## config.mk

```make
export PLATFORM = sky130hd
export DESIGN_NAME = st2bus_pack
export DESIGN_NICKNAME = d
export VERILOG_FILES = /design/src/rtl/st2bus_pack.sv
export SDC_FILE = /design/constraint.sdc
export NUM_CORES = 2
export LEC_CHECK = 0
export ABC_AREA = 0
export ABC_CLOCK_PERIOD_IN_PS = 8500
export CELL_PAD_IN_SITES_DETAIL_PLACEMENT = 1
export CELL_PAD_IN_SITES_GLOBAL_PLACEMENT = 1
export CORE_ASPECT_RATIO = 2
export CORE_MARGIN = 4
export CORE_UTILIZATION = 48
export CTS_CLUSTER_SIZE = 8
export DETAILED_ROUTE_END_ITERATION = 8
export PLACE_DENSITY = 0.83
export SETUP_SLACK_MARGIN = 0.15
export SLEW_MARGIN = 20
export SYNTH_ARGS = -nofsm -noshare
export SYNTH_HDL_FRONTEND = slang
export SYNTH_SLANG_ARGS = --single-unit
```

## constraint.sdc

```tcl
create_clock -name clk_bus -period 8.5 [get_ports clk_bus]
set_input_delay 0.85 -clock clk_bus [delete_from_list [all_inputs] [get_ports clk_bus]]
set_output_delay 0.85 -clock clk_bus [all_outputs]
set_load 0.02 [all_outputs]
```

## src/rtl/st2bus_pack.sv

```systemverilog
// st2bus_pack: packs a byte-wide Avalon-ST packet stream into 534-bit bus words behind a
// 2-entry output FIFO. Optional macro ST2BUS_PARITY_EN fills bit [533] with payload parity.
package st2bus_pack_pkg;
  localparam int unsigned BUS    = 534;
  localparam int unsigned ST     = 8;
  localparam int unsigned PAY_W  = 512;
  localparam int unsigned LANES  = PAY_W / ST;
  localparam int unsigned LANE_W = $clog2(LANES);
  localparam int unsigned CNT_W  = 7;
  localparam int unsigned SEQ_W  = 12;
  localparam int unsigned ERR_W  = 8;

  typedef struct packed {
    logic             parity;
    logic [SEQ_W-1:0] seq;
    logic             eop;
    logic             sop;
    logic [CNT_W-1:0] cnt;
    logic [PAY_W-1:0] payload;
  } bus_word_t;
endpackage

module st2bus_pack
  import st2bus_pack_pkg::*;
(
  input  logic             clk_bus,
  input  logic             rst_n,
  input  logic [ST-1:0]    st_data,
  input  logic             st_valid,
  input  logic             st_sop,
  input  logic             st_eop,
  output logic             st_ready,
  output logic [BUS-1:0]   bus_data,
  output logic             bus_en,
  input  logic             bus_ready,
  output logic [ERR_W-1:0] err_cnt
);

  typedef enum logic {S_IDLE, S_INPKT} state_t;

  state_t            state_q, state_d;
  logic [PAY_W-1:0]  acc_q, acc_d;
  logic [LANE_W-1:0] lane_q, lane_d;
  logic              sop_pend_q, sop_pend_d;
  logic [SEQ_W-1:0]  seq_q, seq_d;
  logic [ERR_W-1:0]  err_q, err_d;
  logic              st_ready_q, st_ready_d;
  bus_word_t         fifo_mem_q [2];
  bus_word_t         fifo_mem_d [2];
  logic              wr_ptr_q, wr_ptr_d;
  logic              rd_ptr_q, rd_ptr_d;
  logic [1:0]        fifo_cnt_q, fifo_cnt_d;

  logic              accept_c, take_c, err_inc_c, push_c, pop_c;
  bus_word_t         word_c;
  logic [PAY_W-1:0]  base_acc_c, filled_acc_c;
  logic [LANE_W-1:0] base_lane_c;
  logic              base_sop_c;

  assign accept_c = st_valid && st_ready_q;
  assign st_ready = st_ready_q;
  assign err_cnt  = err_q;
  assign bus_en   = (fifo_cnt_q != 2'd0) && bus_ready;
  assign pop_c    = bus_en;
  assign bus_data = (fifo_cnt_q != 2'd0) ? fifo_mem_q[rd_ptr_q] : '0;

  // Packer: a sop beat always restarts at lane 0, discarding any partial word.
  always_comb begin
    state_d    = state_q;
    acc_d      = acc_q;
    lane_d     = lane_q;
    sop_pend_d = sop_pend_q;
    seq_d      = seq_q;
    err_d      = err_q;
    take_c     = 1'b0;
    err_inc_c  = 1'b0;
    push_c     = 1'b0;
    word_c     = '0;
    base_acc_c  = acc_q;
    base_lane_c = lane_q;
    base_sop_c  = sop_pend_q;

    if (accept_c) begin
      if (st_sop) begin
        take_c      = 1'b1;
        err_inc_c   = (state_q == S_INPKT);
        base_acc_c  = '0;
        base_lane_c = '0;
        base_sop_c  = 1'b1;
      end else if (state_q == S_INPKT) begin
        take_c = 1'b1;
      end else begin
        err_inc_c = 1'b1;
      end
    end

    filled_acc_c = base_acc_c;
    filled_acc_c[{base_lane_c, 3'b000} +: ST] = st_data;

    if (take_c) begin
      if (st_eop || (base_lane_c == LANE_W'(LANES - 1))) begin
        push_c         = 1'b1;
        word_c.payload = filled_acc_c;
        word_c.cnt     = CNT_W'(base_lane_c) + CNT_W'(1);
        word_c.sop     = base_sop_c;
        word_c.eop     = st_eop;
        word_c.seq     = seq_q;
`ifdef ST2BUS_PARITY_EN
        word_c.parity  = ^filled_acc_c;
`else
        word_c.parity  = 1'b0;
`endif
        acc_d      = '0;
        lane_d     = '0;
        sop_pend_d = 1'b0;
        if (st_eop) begin
          state_d = S_IDLE;
          seq_d   = seq_q + SEQ_W'(1);
        end else begin
          state_d = S_INPKT;
        end
      end else begin
        acc_d      = filled_acc_c;
        lane_d     = base_lane_c + LANE_W'(1);
        sop_pend_d = base_sop_c;
        state_d    = S_INPKT;
      end
    end

    if (err_inc_c && (err_q != {ERR_W{1'b1}})) begin
      err_d = err_q + ERR_W'(1);
    end
  end

  // Output FIFO; ready is derived from the next occupancy so it is a clean flop.
  always_comb begin
    fifo_mem_d = fifo_mem_q;
    wr_ptr_d   = wr_ptr_q;
    rd_ptr_d   = rd_ptr_q;
    fifo_cnt_d = fifo_cnt_q;
    if (push_c) begin
      fifo_mem_d[wr_ptr_q] = word_c;
      wr_ptr_d             = ~wr_ptr_q;
    end
    if (pop_c) begin
      rd_ptr_d = ~rd_ptr_q;
    end
    unique case ({push_c, pop_c})
      2'b10:   fifo_cnt_d = fifo_cnt_q + 2'd1;
      2'b01:   fifo_cnt_d = fifo_cnt_q - 2'd1;
      default: fifo_cnt_d = fifo_cnt_q;
    endcase
    st_ready_d = (fifo_cnt_d != 2'd2);
  end

  always_ff @(posedge clk_bus) begin
    if (!rst_n) begin
      state_q    <= S_IDLE;
      acc_q      <= '0;
      lane_q     <= '0;
      sop_pend_q <= 1'b0;
      seq_q      <= '0;
      err_q      <= '0;
      st_ready_q <= 1'b0;
      fifo_mem_q <= '{default: '0};
      wr_ptr_q   <= 1'b0;
      rd_ptr_q   <= 1'b0;
      fifo_cnt_q <= 2'd0;
    end else begin
      state_q    <= state_d;
      acc_q      <= acc_d;
      lane_q     <= lane_d;
      sop_pend_q <= sop_pend_d;
      seq_q      <= seq_d;
      err_q      <= err_d;
      st_ready_q <= st_ready_d;
      fifo_mem_q <= fifo_mem_d;
      wr_ptr_q   <= wr_ptr_d;
      rd_ptr_q   <= rd_ptr_d;
      fifo_cnt_q <= fifo_cnt_d;
    end
  end

endmodule

```

**Word level (Yosys, flattened, before mapping)**

Cells that the tools add are included.

- ROM bits: 0
- Register bits after elaboration: 1,613
- Word-level logic and storage cells: 80
- Latch bits: 0
- RAM bits: 0
- Output and inout bits: 544
- Memories kept: 0

- Magnitude comparators: 3
- Shifts and indexed selects: 2
- Add/subtract/negate cells: 7
- Multipliers: 0
- Div/mod/pow operators: 0
- Equal/unequal tests: 5
- Multiplexer cells: 30
- Reduce and logical (&&, ||, !) cells: 7
- Bitwise gates (word level): 4

Operator list:

| operator | count |
|---|---|
| $mux 534 | 5 |
| $mux 512 | 3 |
| $bwmux 1068 | 1 |
| $mux 533 | 2 |
| $demux 534 s1 | 1 |
| $bwmux 512 | 1 |
| $shift 8x11->512 const A | 1 |
| $shiftx 8x11->512 | 1 |
| $mux 6 | 3 |
| $mux 1 | 13 |
| $add 12x1->12 const B | 1 |
| $neg 9->11 | 1 |
| $add 8x1->8 const B | 1 |
| $ne 8x8->1 const B | 1 |
| $add 6x1->7 const B | 1 |
| $add 6x1->6 const B | 1 |
| $eq 6x6->1 const B | 1 |
| $ge 2x2->1 const B | 2 |
| $logic_and 1x1->1 | 4 |
| $not 1->2 | 2 |
| $pmux 2 s2 | 1 |
| $reduce_and 3->1 | 1 |
| $add 2x1->2 const B | 1 |
| $eq 2x1->1 const B | 1 |
| 7 further kinds | 8 |

**Longest topological paths before layout**

- Depth in word-level cells: 9
- Gate-level depth with buffers: 22
- Gate-level depth less buffers: 11

**Least setup slack after synthesis**

OpenSTA, ideal clock, no wires.

- Kind: input-to-reg
- Start point: input port st_valid
- End point: register acc_q[240]
- Buffers on the path: 10
- Stages on the path: 20
- Library setup time: 0.117 ns
- Slack: 3.715 ns
- Data arrival time: 4.668 ns
- Required time: 8.383 ns
- Path through: buf_2 > nand3_1 > buf_2 > buf_2 > buf_2 > buf_1 > buf_1 > and2_1 > inv_1 > ha_1 > buf_4 > buf_6 > or2_2 > o21ai_1 > o21ai_1 > buf_4 > buf_6 > nor3_1 > o21ai_1 > a22o_1

- Word-level cells in the longest chain between the ends: 6
- Elaborated cells between the ends (all ways): 11

Ends and longest elaborated chain:

| what | line | source |
|---|---|---|
| start: declaration | 29 | `input logic st_valid,` |
| $logic_and 1x1->1 (*) | 60 | `assign accept_c = st_valid && st_ready_q;` |
| $mux 6 | 83 | `if (accept_c) begin` |
| $neg 9->11 | 98 | `filled_acc_c[{base_lane_c, 3'b000} +: ST] = st_data;` |
| $shiftx 8x11->512 / $shift 8x11->512 (equally long branches) | 98 |  |
| $bwmux 512 | 98 |  |
| $mux 512 | 101 | `if (st_eop \|\| (base_lane_c == LANE_W'(LANES - 1))) begin` |
| end signal: assignment | 159 | `acc_q <= '0;` |
| end signal: assignment | 171 | `acc_q <= acc_d;` |
| end: declaration | 42 | `logic [PAY_W-1:0] acc_q, acc_d;` |

Mark *: on every way between the ends. The rest lies on a longest branch, timed or not.
A chain may end at the register's enable or synchronous reset.

**Worst setup path after layout**

- Start point: input port st_valid
- End point: register fifo_mem_q[306] (netlist name)

- Word-level cells in the longest chain between the ends: 8
- Elaborated cells between the ends (all ways): 15

Ends and longest elaborated chain:

| what | line | source |
|---|---|---|
| $logic_and 1x1->1 (*) | 60 |  |
| $mux 6 | 83 |  |
| $neg 9->11 | 98 |  |
| $shiftx 8x11->512 / $shift 8x11->512 (equally long branches) | 98 |  |
| $bwmux 512 | 98 |  |
| $mux 533 | 101 |  |
| $mux 533 | 100 | `if (take_c) begin` |
| $bwmux 1068 | 142 | `fifo_mem_d[wr_ptr_q] = word_c;` |
| end signal: assignment | 177 | `fifo_mem_q <= fifo_mem_d;` |
| end: declaration | 48 | `bus_word_t fifo_mem_q [2];` |

Marked as above.

==> metrics <==
run status=finished, final reports clean; Setup Viol. Count Final=0; final cell utilization of the core=56.96%; GPL Wtd Cong=0.9565; postcts setup bufs=0; Fin. Hold Viols=0; Max Root-Sink Buffers=3; die height=542.6 um; Post-synth EDFFs=0; crit path kind=input pin to register; RSZ-0062 raised after global routing=no; Synth Instances=7581; # Max-Cap Violations=0; Synth async-reset ratio=0%; Hold Path Class=register to register; CTS tree=done; 1st-iter DRT viols=6352; Slew headroom=11.66%; syn avg cell area=9.049 um^2; nets=7849; Root Buffer=clkbuf_16; first-pass GRT wire length=439100 um; HPWL Detailed=198800 um; post-route ant nets=0; Pleak=26.38 nW; initial antenna violation count=13; Yosys cell types=90; worst skew pair latency=0.84 ns; Post-CTS Hold Buffers=0; pwr/cell area=206.2 mW/mm^2; Crit. End Element=register; startpoint types=input pin; Remaining DRCs=0; vias in the first global route=69.02k; cell taking the most area after synthesis=dfxtp_1; PostCTS Resize Cnt=0; Die ar.=0.1494 mm^2; Pre-antenna DRT Iters=6; fin. max-slew vios=0; ranking of synthesized cells by area=dfxtp_1 47%, mux2i_1 7.8%, nor2_1 5.0%, a221o_1 4.4%, o2bb2ai_1 4.0%; grt total ovfl=0; TNS Setup=0 ns; Yosys reg bits=1611; GRT Util Overall=38.35%; routed vias=66.23k; worst path required time=9.27 ns; total CTS buffers=219; hold slack=0.4595 ns; final setup skew=0.03261 ns; Worst VDD drop=0.0002278 V; Tcrit/Tclk final=70.47%; CTS sink count=1611; PortBufs=556; # fillers=15.87k; Core Box Area=0.1422 mm^2; Ports=558; Least-Margin Pin Slew=1.325 ns; effective utilization at floorplan=48.23%; vias per cell=6.806; WL/cell=30.64 um; area growth from synthesis to layout=18.10%; die width=275.3 um; ys flop type=dfxtp_1; Synth Net Count=7604; YS warnings=0; post-synth top area share=47.01%; minimum clock period=5.990 ns; sequential share of the synthesized area=47.01%; drt total wl=298200 um; Rows=196; synthesized area=0.06860 mm^2; htree depth=4; FMAX=0.1670 GHz; worst-path maximum fanout=27; share of cells above drive strength 1=6.989%; Reg clk slew, reported paths=0.05 ns; crit path DAT=6.76 ns; largest net degree at the start of global routing=251
## where the power goes
part	leakage, nW	switching (mW)	internal (mW)	total, mW
Sequential	13.0	0.0491	7.62	7.67
Clock	2.84	3.31	4.59	7.90
Combinational	10.6	0.857	0.277	1.13
## worst max-delay path, cell delays in order
cell	delay, ns
clkdlybuf4s50_1	0.81
nand3_4	0.36
nand2_1	0.44
ha_1	0.71
nand4_1	0.56
o211ai_4	0.21
buf_4	0.43
and2_1	0.78
nand3_1	0.92
nor3_1	0.48
a221o_1	0.16
## registers in the layout, summed over array words and instances, names as in the netlist
signal      count
st_ready        1
state_q         1
sop_pend_q      1
wr_ptr_q        1
err_cnt         8
seq_q          12
fifo_cnt_q      2
acc_q         512
rd_ptr_q        1
lane_q          6
fifo_mem_q   1066
## through the flow
stage	worst slack [ns]	instance area [um^2]	total power, mW	instances
floorplan	3.715	68600	8.522	7581
global placement	2.225	75090	8.888	9481
detailed placement	2.031	75130	8.914	9483
CTS	2.897	80920	16.66	9719
global route	2.411	81000	17.05	9724
finish	2.510	81020	16.70	9731
## cell usage after synthesis (111+ instances only)
library cell and instances:
dfxtp_1 1611, nor2_1 921, nand2_1 621, mux2i_1 535, o21ai_0 517, clkbuf_1 438, a21oi_1 428, o2bb2ai_1 312
a221o_1 302, nand3_1 214, a22o_1 184, nor3_1 184, a22oi_1 172, a31oi_1 165, buf_2 111
## cell type report
type	count	area (um^2)	share of cell area, %
multi-input cells	5285	33770	41.69
flip-flops and latches	1611	32250	39.81
repair buffers	689	6748	8.329
clock buffers	225	5609	6.923
well taps	1881	2354	2.905
clock inverters	11	178.9	0.2208
inverters	20	77.57	0.09575
diodes	9	22.52	0.02780
## cells by family (layout without fill, tap and decap cells)
group	Yosys count	count (layout)	synth area share, %
adders and majority gates	9	9	0.1641
DFF	1611	1611	47.01
AOI/OAI and AO/OA	2470	2470	25.78
buffers and inverters	685	945	4.158
other	1	10	0.005466
and+or+nand+nor	2239	2239	14.65
xor gates and xnor gates	22	22	0.2809
muxes	544	544	7.954
## path summary, 6_finish.rpt
kind / depth (start not counted) / end / start / slack [ns]
worst max-delay path: 11 / fifo_mem_q[306] / st_valid / 2.51
worst min-delay path: 2 / fifo_mem_q[1066] / fifo_mem_q[1066] / 0.46
worst max register to register: 10 / fifo_mem_q[306] / st_ready / 2.60
worst min register to register: 2 / fifo_mem_q[1066] / fifo_mem_q[1066] / 0.46
## routing by layer
metal	global-route usage (%)	vias to the layer above	part of all wire, %	wire length [um]
li1	-	28400	-	-
met1	43.48	32990	36	107400
met2	62.42	3604	47	138700
met3	8.848	1218	8.6	25590
met4	28.99	14	8.8	26360
met5	0	-	0.035	103
## layout by cell type (no fill, tap or decap), types with 24 or more instances in the layout
master	synthesis	routed
o211ai_1	65	65
clkbuf_16	0	224
o21ai_1	50	48
nor2_1	921	913
a32oi_1	27	27
and3_1	104	103
nand3_1	214	210
a221oi_1	40	40
a211oi_1	27	27
a22oi_1	172	172
a221o_1	302	301
o311ai_0	30	30
buf_4	28	113
a21o_1	30	29
a22o_1	184	184
clkdlybuf4s50_1	0	547
and2_1	24	24
o21ai_0	517	516
a21oi_1	428	425
nor3_1	184	182
a31oi_1	165	161
mux2i_1	535	535
dfxtp_1	1611	1610
nand2_1	621	617
o2bb2ai_1	312	312
(Power assumes the default switching activity.)
